**src/rtl/sram_cluster_pkg.sv**
```systemverilog
// Shared types for the four-macro SRAM cluster: width modes,
// unit select codes, request entries and the width priority decode.
package sram_cluster_pkg;

    typedef enum logic [2:0] {
        MODE_1,
        MODE_2,
        MODE_4,
        MODE_8,
        MODE_16,
        MODE_32
    } mode_t;

    localparam logic [1:0] UNIT_A = 2'b00;
    localparam logic [1:0] UNIT_B = 2'b01;
    localparam logic [1:0] UNIT_C = 2'b10;
    localparam logic [1:0] UNIT_D = 2'b11;

    typedef struct packed {
        mode_t      mode;
        logic [1:0] sel;
        logic [2:0] sub_sel;
    } req_t;

    // Widest set bit wins; no bit set falls back to byte mode.
    function automatic mode_t decode_mode(
        input logic c32,
        input logic c16,
        input logic c8,
        input logic c4,
        input logic c2,
        input logic c1
    );
        mode_t m;
        priority case (1'b1)
            c32:     m = MODE_32;
            c16:     m = MODE_16;
            c8:      m = MODE_8;
            c4:      m = MODE_4;
            c2:      m = MODE_2;
            c1:      m = MODE_1;
            default: m = MODE_8;
        endcase
        return m;
    endfunction

endpackage

```
**src/rtl/sram_cluster_read_collector_if.sv**
```systemverilog
// Read-request / read-return bundle between the cluster control
// side (master) and the read collector (slave).
interface sram_cluster_read_collector_if;

    logic        rd_req;
    logic [1:0]  unit_2_4_dec_sel;
    logic        c32;
    logic        c16;
    logic        c8;
    logic        c4;
    logic        c2;
    logic        c1;
    logic [2:0]  sub_sel;
    logic [7:0]  dout_A;
    logic [7:0]  dout_B;
    logic [7:0]  dout_C;
    logic [7:0]  dout_D;
    logic [31:0] d_fabric_out;
    logic        rd_valid;

    modport master (
        output rd_req, unit_2_4_dec_sel,
        output c32, c16, c8, c4, c2, c1,
        output sub_sel,
        output dout_A, dout_B, dout_C, dout_D,
        input  d_fabric_out, rd_valid
    );

    modport slave (
        input  rd_req, unit_2_4_dec_sel,
        input  c32, c16, c8, c4, c2, c1,
        input  sub_sel,
        input  dout_A, dout_B, dout_C, dout_D,
        output d_fabric_out, rd_valid
    );

endinterface

```
**src/rtl/sram_subword_extract.sv**
```systemverilog
// Picks a zero-extended 8/4/2/1-bit field out of one macro byte
// according to the captured width mode and sub-byte position.
module sram_subword_extract
    import sram_cluster_pkg::*;
(
    input  logic [7:0] byte_in,
    input  mode_t      mode,
    input  logic [2:0] sub_sel,
    output logic [7:0] sub_word
);

    always_comb begin
        sub_word = '0;
        case (mode)
            MODE_4: begin
                sub_word[3:0] = sub_sel[0] ? byte_in[7:4]
                                           : byte_in[3:0];
            end
            MODE_2: begin
                sub_word[1:0] = byte_in[{sub_sel[1:0], 1'b0} +: 2];
            end
            MODE_1: begin
                sub_word[0] = byte_in[sub_sel];
            end
            default: begin
                sub_word = byte_in;
            end
        endcase
    end

endmodule

```
**src/rtl/sram_cluster_read_collector.sv**
```systemverilog
// Read-return stage of the SRAM cluster: captures request config,
// waits RD_LAT cycles, aligns macro bytes. Option: SRAM_RDATA_HOLD_EN.
module sram_cluster_read_collector
    import sram_cluster_pkg::*;
#(
    parameter int RD_LAT = 1
) (
    input logic                          clk,
    input logic                          rst_n,
    sram_cluster_read_collector_if.slave bus
);

    req_t               new_req;
    req_t [RD_LAT:1]    ent;
    logic [RD_LAT:1]    vld;
    req_t               cap;
    logic [7:0]         sel_byte;
    logic [7:0]         sub_word;
    logic [31:0]        word;
    logic [31:0]        d_q;
    logic               v_q;

    always_comb begin
        new_req.mode    = decode_mode(bus.c32, bus.c16, bus.c8,
                                      bus.c4, bus.c2, bus.c1);
        new_req.sel     = bus.unit_2_4_dec_sel;
        new_req.sub_sel = bus.sub_sel;
    end

    // Entries only move forward; later config changes never reach them.
    always_ff @(posedge clk or negedge rst_n) begin
        if (!rst_n) begin
            vld <= '0;
            ent <= '0;
        end else begin
            vld[1] <= bus.rd_req;
            ent[1] <= new_req;
            for (int i = 2; i <= RD_LAT; i++) begin
                vld[i] <= vld[i-1];
                ent[i] <= ent[i-1];
            end
        end
    end

    assign cap = ent[RD_LAT];

    always_comb begin
        sel_byte = bus.dout_A;
        case (cap.sel)
            UNIT_A:  sel_byte = bus.dout_A;
            UNIT_B:  sel_byte = bus.dout_B;
            UNIT_C:  sel_byte = bus.dout_C;
            UNIT_D:  sel_byte = bus.dout_D;
            default: sel_byte = bus.dout_A;
        endcase
    end

    sram_subword_extract u_extract (
        .byte_in  (sel_byte),
        .mode     (cap.mode),
        .sub_sel  (cap.sub_sel),
        .sub_word (sub_word)
    );

    always_comb begin
        word = '0;
        case (cap.mode)
            MODE_32: begin
                word = {bus.dout_A, bus.dout_B,
                        bus.dout_C, bus.dout_D};
            end
            MODE_16: begin
                word[15:0] = cap.sel[0]
                           ? {bus.dout_C, bus.dout_D}
                           : {bus.dout_A, bus.dout_B};
            end
            default: begin
                word[7:0] = sub_word;
            end
        endcase
    end

    always_ff @(posedge clk or negedge rst_n) begin
        if (!rst_n) begin
            d_q <= '0;
            v_q <= 1'b0;
        end else begin
            v_q <= vld[RD_LAT];
`ifdef SRAM_RDATA_HOLD_EN
            if (vld[RD_LAT]) begin
                d_q <= word;
            end
`else
            // Idle output is zero so the fabric can OR-combine returns.
            d_q <= vld[RD_LAT] ? word : '0;
`endif
        end
    end

    assign bus.d_fabric_out = d_q;
    assign bus.rd_valid     = v_q;

endmodule

```
**src/flat_wrapper.sv**
```systemverilog
// flat-port wrapper written by rule: the top's interface ports become plain ports
module sram_cluster_read_collector_flat import sram_cluster_pkg::*;
#(
    parameter int RD_LAT = 1
)
  (clk, rst_n, bus_rd_req, bus_unit_2_4_dec_sel, bus_c32, bus_c16, bus_c8, bus_c4, bus_c2, bus_c1, bus_sub_sel, bus_dout_A, bus_dout_B, bus_dout_C, bus_dout_D, bus_d_fabric_out, bus_rd_valid);
  sram_cluster_read_collector_if bus_i ();
  input logic clk;
  input logic rst_n;
  input wire logic [$bits(bus_i.rd_req)-1:0] bus_rd_req;
  input wire logic [$bits(bus_i.unit_2_4_dec_sel)-1:0] bus_unit_2_4_dec_sel;
  input wire logic [$bits(bus_i.c32)-1:0] bus_c32;
  input wire logic [$bits(bus_i.c16)-1:0] bus_c16;
  input wire logic [$bits(bus_i.c8)-1:0] bus_c8;
  input wire logic [$bits(bus_i.c4)-1:0] bus_c4;
  input wire logic [$bits(bus_i.c2)-1:0] bus_c2;
  input wire logic [$bits(bus_i.c1)-1:0] bus_c1;
  input wire logic [$bits(bus_i.sub_sel)-1:0] bus_sub_sel;
  input wire logic [$bits(bus_i.dout_A)-1:0] bus_dout_A;
  input wire logic [$bits(bus_i.dout_B)-1:0] bus_dout_B;
  input wire logic [$bits(bus_i.dout_C)-1:0] bus_dout_C;
  input wire logic [$bits(bus_i.dout_D)-1:0] bus_dout_D;
  output wire logic [$bits(bus_i.d_fabric_out)-1:0] bus_d_fabric_out;
  output wire logic [$bits(bus_i.rd_valid)-1:0] bus_rd_valid;
  assign bus_i.rd_req = bus_rd_req;
  assign bus_i.unit_2_4_dec_sel = bus_unit_2_4_dec_sel;
  assign bus_i.c32 = bus_c32;
  assign bus_i.c16 = bus_c16;
  assign bus_i.c8 = bus_c8;
  assign bus_i.c4 = bus_c4;
  assign bus_i.c2 = bus_c2;
  assign bus_i.c1 = bus_c1;
  assign bus_i.sub_sel = bus_sub_sel;
  assign bus_i.dout_A = bus_dout_A;
  assign bus_i.dout_B = bus_dout_B;
  assign bus_i.dout_C = bus_dout_C;
  assign bus_i.dout_D = bus_dout_D;
  assign bus_d_fabric_out = bus_i.d_fabric_out;
  assign bus_rd_valid = bus_i.rd_valid;
  sram_cluster_read_collector #(.RD_LAT(RD_LAT)) u_core (.clk(clk), .rst_n(rst_n), .bus(bus_i));
endmodule
```
**config.mk**
```make
export PLATFORM = sky130hd
export DESIGN_NAME = sram_cluster_read_collector_flat
export DESIGN_NICKNAME = d
export VERILOG_FILES = /design/src/rtl/sram_cluster_pkg.sv /design/src/rtl/sram_cluster_read_collector_if.sv /design/src/rtl/sram_subword_extract.sv /design/src/rtl/sram_cluster_read_collector.sv /design/src/flat_wrapper.sv
export SDC_FILE = /design/constraint.sdc
export NUM_CORES = 1
export LEC_CHECK = 0
export ABC_AREA = 1
export ABC_CLOCK_PERIOD_IN_PS = 1900
export BUFFER_PORTS_ARGS = -buffer_cell sky130_fd_sc_hd__buf_2
export CAP_MARGIN = 10
export CORE_ASPECT_RATIO = 0.9
export CORE_MARGIN = 4
export CORE_UTILIZATION = 35
export CTS_BUF_LIST = sky130_fd_sc_hd__clkbuf_4
export DETAILED_ROUTE_END_ITERATION = 8
export PLACE_DENSITY = 0.59
export SYNTH_ARGS = -nofsm -noshare
export SYNTH_HDL_FRONTEND = slang
export SYNTH_SLANG_ARGS = --single-unit
```
**constraint.sdc**
```tcl
create_clock -name clk -period 1.9 [get_ports clk]
set_clock_uncertainty 0.2 [all_clocks]
set_input_delay 0.095 -clock clk [delete_from_list [all_inputs] [get_ports clk]]
set_output_delay 0.095 -clock clk [all_outputs]
set_load 0.03 [all_outputs]
```
Word level (Yosys, flattened, before mapping)
Cells that the tools add are included.
{ "totals": {"reg_bits": 42, "memories": 0, "latch_bits": 0, "ram_bits": 0, "wordCells": 38, "rom_bits": 0, "input_bits": 46, "out_inout_bits": 33} }
{ "classes": {"div_mod_pow": 0, "n_shift": 1, "n_eq_ne": 7, "mux": 19, "addsub": 0, "mul": 0, "reduce_logical": 4, "n_lt_le_gt_ge": 1, "bitwise_logic": 0} }
{ "op_table": {"columns": ["operator", "count"], "rows": [
  ["2-to-1 mux 16 bit", 2],
  ["2-to-1 mux 32 bit", 1],
  ["case mux 8 bit (2 select lines)", 2],
  ["case mux 8 bit (4 select lines)", 1],
  ["2-to-1 mux 3 bit", 5],
  ["2-to-1 mux 4 bit", 2],
  ["variable part select 8 x 4 -> 2 bit", 1],
  ["== test 3 bit (second input constant)", 2],
  ["case mux 1 bit (3 select lines)", 2],
  ["== test 2 bit (second input constant)", 2],
  ["< comparator 3 x 4 -> 1 bit (second input constant)", 1],
  ["case mux 2 bit (2 select lines)", 1],
  ["binary-select mux 1 bit (select 3 bit)", 1],
  ["== test 3 x 1 -> 1 bit (second input constant)", 1],
  ["== test 3 x 2 -> 1 bit (second input constant)", 1],
  ["logical NOT 3 bit", 1],
  ["OR reduction 3 bit", 1],
  ["== test 2 x 1 -> 1 bit (second input constant)", 1],
  ["logical NOT 2 bit", 1],
  ["2-to-1 mux 2 bit", 1],
  ["OR reduction 2 bit", 1],
  ["2-to-1 mux 1 bit", 1]
]} }

Depth between registers and ports, before layout
{ "logic_depth": {"ltp_word": 7, "depth_mapped": 13, "mapped_depth_nobuf": 12} }

Cells and area by module
Synthesis repeated with hierarchy kept, for this count alone.
{ "hier_totals": {"cells_unflattened": 319, "area_unflattened_um2": 2428.6} }
{ "by_module_without_submodules": {"columns": ["mod", "seq_area_each_um2", "area_each_um2", "n_inst", "cells_each"], "rows": [
  ["sram_cluster_read_collector", 1051.0, 2133.3, 1, 260],
  ["sram_subword_extract", 0.0, 295.3, 1, 59]
]} }

Worst setup path before layout
Ideal clock, no wire load.
{ "synth_path": {"path_type": "register -> register", "start": "reg u_core.ent (netlist bit u_core.cap[4])", "end": "reg u_core.d_q[0], in the netlist u_core.bus.d_fabric_out[0]", "setup_ps": 121, "required_time_ps": 1579, "path_buffers": 2, "period_less_slack_ps": 1627, "stages_incl_launch_ff": 13, "setup_slack_ps": 273, "arrival_ps": 1305, "path_cell_list": "dfrtp_1 > buf_6 > buf_6 > nand3_1 > nand2_1 > nor2_2 > nand3_1 > nand3_1 > nand2_1 > a21oi_1 > nand2_1 > nand2_1 > a21oi_2"} }
{ "synth_between": {"elab_chain_len": 7, "elab_cells_between_ends": 12, "cone_classes": "eq/ne (3); shift (1); mux (7); reduce/logical (1)"} }
{ "synth_rtl": {"columns": ["item", "line_no", "rtl"], "rows": [
  ["start, declared", "sram_cluster_read_collector.sv:14", "req_t [RD_LAT:1] ent;"],
  ["start signal, assigned by index", "sram_cluster_read_collector.sv:40", "ent[i] <= ent[i-1];"],
  ["== test 2 bit, or another cell as far along", "sram_cluster_read_collector.sv:49", "case (cap.sel)"],
  ["case mux 8 bit (4 select lines) (*)", "sram_cluster_read_collector.sv:49", null],
  ["binary-select mux 1 bit (select 3 bit)", "sram_subword_extract.sv:23", "sub_word[0] = byte_in[sub_sel];"],
  ["2-to-1 mux 1 bit (not written as such)", "sram_subword_extract.sv:23", null],
  ["case mux 1 bit (3 select lines) (*)", "sram_subword_extract.sv:14", "case (mode)"],
  ["case mux 8 bit (2 select lines) (*)", "sram_cluster_read_collector.sv:67", "case (cap.mode)"],
  ["2-to-1 mux 32 bit (*)", "sram_cluster_read_collector.sv:95", "d_q <= vld[RD_LAT] ? word : '0;"],
  ["end signal, assigned", "sram_cluster_read_collector.sv:95", null],
  ["end, declared", "sram_cluster_read_collector.sv:20", "logic [31:0] d_q;"]
]} }
Every way passes the cells marked *; elsewhere a longest branch is shown, timed or not. The select of a mux whose other input is x is not followed.

Final worst setup path
Same ends and word-level chain as after synthesis.

==> flow_metrics.env <==
export IMPL_outcome="completed"
export IMPL_finalCritPeriodShare=0.991
export IMPL_fin_tns_setup_ns=0
export IMPL_root_buffer="clkbuf_4"
export IMPL_rsz0062_at_grt="yes"
export IMPL_cts_sinks=42
export IMPL_clockBufferDepth=2
export IMPL_grt_max_degree=24
export IMPL_cellPowerDensity_mw_per_mm2=582
export IMPL_slew_viol_final=0
export IMPL_diodes=0
export IMPL_synth_warnings=0
export IMPL_hold_path_class="input port to flop"
export IMPL_synth_top_cell_by_area="dfrtp_1"
export IMPL_syn_area_sq_mm=0.00223
export IMPL_reg2reg_slack_ns=0.02
export IMPL_fin_nets=458
export IMPL_num_vias=2340
export IMPL_ys_async_sr_fraction=1.00
export IMPL_ant_nets=0
export IMPL_hpwl_mm=5.24
export IMPL_post_route_util=0.544
export IMPL_dp_cells=450
export IMPL_synth_area_leaders="dfrtp_1 (47%), nand3_1 (8.8%), nand2_1 (7.2%)"
export IMPL_grt_pass1_vias=2303
export IMPL_max_slew_margin_rel=0.654
export IMPL_portBuffers=78
export IMPL_start_kind="flop"
export IMPL_start_util=0.363
export IMPL_end_kind="flop"
export IMPL_synth_most_common_cell="nand2_1"
export IMPL_ir_drop_v=0.000212
export IMPL_power_total_uw=1950
export IMPL_worstSetupPathType="flop to flop"
export IMPL_place_gp_congestion=0.916
export IMPL_yosysSeqAreaShare=0.471
export IMPL_cts_setup_buffers=0
export IMPL_syn_inst=278
export IMPL_period_needed_ns=1.88
export IMPL_drv_cap=0
export IMPL_dr_pass1_iters=4
export IMPL_whs_ns=0.0134
export IMPL_num_rows=27
export IMPL_drt_iter0_drc=170
export IMPL_cts_clk_slew_worst_paths_ns=0.11
export IMPL_setup_viol=0
export IMPL_core_area_sq_mm=0.00615
export IMPL_track_usage=0.181
export IMPL_worstMarginPinSlew_ns=0.518
export IMPL_grt_pass1_wl_mm=11.2
export IMPL_viasPerCell=4.70
export IMPL_overflow=0
export IMPL_totalWireLength_mm=7.02
export IMPL_yosys_register_bits=42
export IMPL_antenna_found_initial=0
export IMPL_area_growth_pct=50.1
export IMPL_crit_required_ns=1.94
export IMPL_fmax_mhz=531
export IMPL_drc_errors=0
export IMPL_cp_max_fo=8
export IMPL_layout_cells_non_filler=498
export IMPL_die_area_sq_mm=0.00771
export IMPL_ios=79
export IMPL_ys_flop_type="dfrtp_1"
export IMPL_synthTopCellsByCount="nand2_1 (43), dfrtp_1 (42), nand3_1 (39)"
export IMPL_arrival_ns=1.92
export IMPL_synth_area_per_cell_sq_um=8.02
export IMPL_die_x_um=92.1
export IMPL_hold_viol=0
export IMPL_synth_top_area_frac=0.471
export IMPL_ys_types=27
export IMPL_syn_num_nets=324
export IMPL_h_tree_depth=2
export IMPL_cts_buffers=5
export IMPL_avgRoutedWirePerCell_um=14.1
export IMPL_drive_gt1_frac=0.355
export IMPL_cts_tree="built"
export IMPL_clk_insertion_delay_late_ns=0.34
export IMPL_p_leak_uw=0.00177
export IMPL_synth_edf_count=0
export IMPL_fp_dieH_um=83.7
repair_timing:
action,CTS,global route
hold endpoints to repair,83,0
pin swaps,0,8
hold buffers,41,0
gates cloned,0,1
endpoints found under the setup margin,1,2
gates resized for setup,2,21
worst max-delay path, stage by stage, from the launching register on:
cell and delay (ns):
dfrtp_2 0.49, buf_2 0.19, nand3_2 0.07, nand2_1 0.06, nor2_2 0.12, nand3_1 0.13, nand3_1 0.15, nand3_1 0.10
nand3_2 0.08, nand2_1 0.05, nand2_1 0.08, a21oi_2 0.05
final timing paths:
kind	startpoint	cells after the start	end
setup / recovery	u_core.cap[4]	11	u_core.bus.d_fabric_out[0]
hold / removal	bus_dout_D[4]	3	u_core.bus.d_fabric_out[4]
setup reg to reg	u_core.cap[4]	11	u_core.bus.d_fabric_out[0]
hold reg to reg	u_core.vld	0	u_core.bus.rd_valid
max in group asynchronous	rst_n	3	u_core.cap[3]
min in group asynchronous	rst_n	2	u_core.bus.d_fabric_out[20]
layout by cell type (no fill, tap or decap), types with 3 or more instances in the layout:
cell type / n
inv_2: 5
buf_2: 79
a211oi_1: 4
o21ai_0: 18
dfrtp_1: 40
nand3_2: 18
a21oi_2: 3
nor2_1: 29
nand2_2: 6
nand3_1: 31
nor2_4: 4
a21oi_1: 5
nor2_2: 5
nor3_1: 10
dlygate4sd3_1: 41
a311oi_1: 3
inv_1: 36
nand2_1: 39
buf_4: 14
clkbuf_4: 5
where the power goes:
part,leakage (uW),internal (uW),switching (uW)
sequential,0.000542,945,25.1
combinational,0.00121,234,360
clock,0.0000246,127,257
through the flow:
stage | setup WS (ns) | instance area (sq um)
2_1_floorplan | 0.273 | 2230
3_3_place_gp | -0.0603 | 2810
3_5_place_dp | -0.00193 | 2810
5_1_grt | -0.0772 | 3350
4_1_cts | 0.0128 | 3260
6_report | 0.0162 | 3350
sequential cells by signal, summed over array words and instances (netlist names):
name / count
u_core.bus.d_fabric_out: 32
u_core.bus.rd_valid: 1
u_core.cap: 8
u_core.vld: 1
metal layers:
metal / GRT usage / vias up / share of wire
met4: 0.0418 / 0 / 0.0087
met5: 0 / - / 0
li1: - / 1174 / -
met1: 0.234 / 1063 / 0.43
met3: 0.0361 / 7 / 0.066
met2: 0.312 / 96 / 0.50
area by class of cell:
cell class | instances | area (sq um)
Sequential cell | 42 | 1050
Inverter | 41 | 154
Clock buffer | 5 | 37.5
Clock inverter | 1 | 3.75
Fill cell | 606 | 2800
Tap cell | 87 | 109
Multi-Input combinational cell | 185 | 1030
Timing Repair Buffer | 137 | 953
kinds of logic (layout without fill, tap and decap cells):
family                 after synthesis  in the layout  synth area share
AO/OA/AOI/OAI                       43             43             0.124
buffers and inverters               51            184            0.0976
AND/OR/NAND/NOR                    142            142             0.307
flip-flops                          42             42             0.471
No activity file was read; power rests on OpenSTA's default activity.
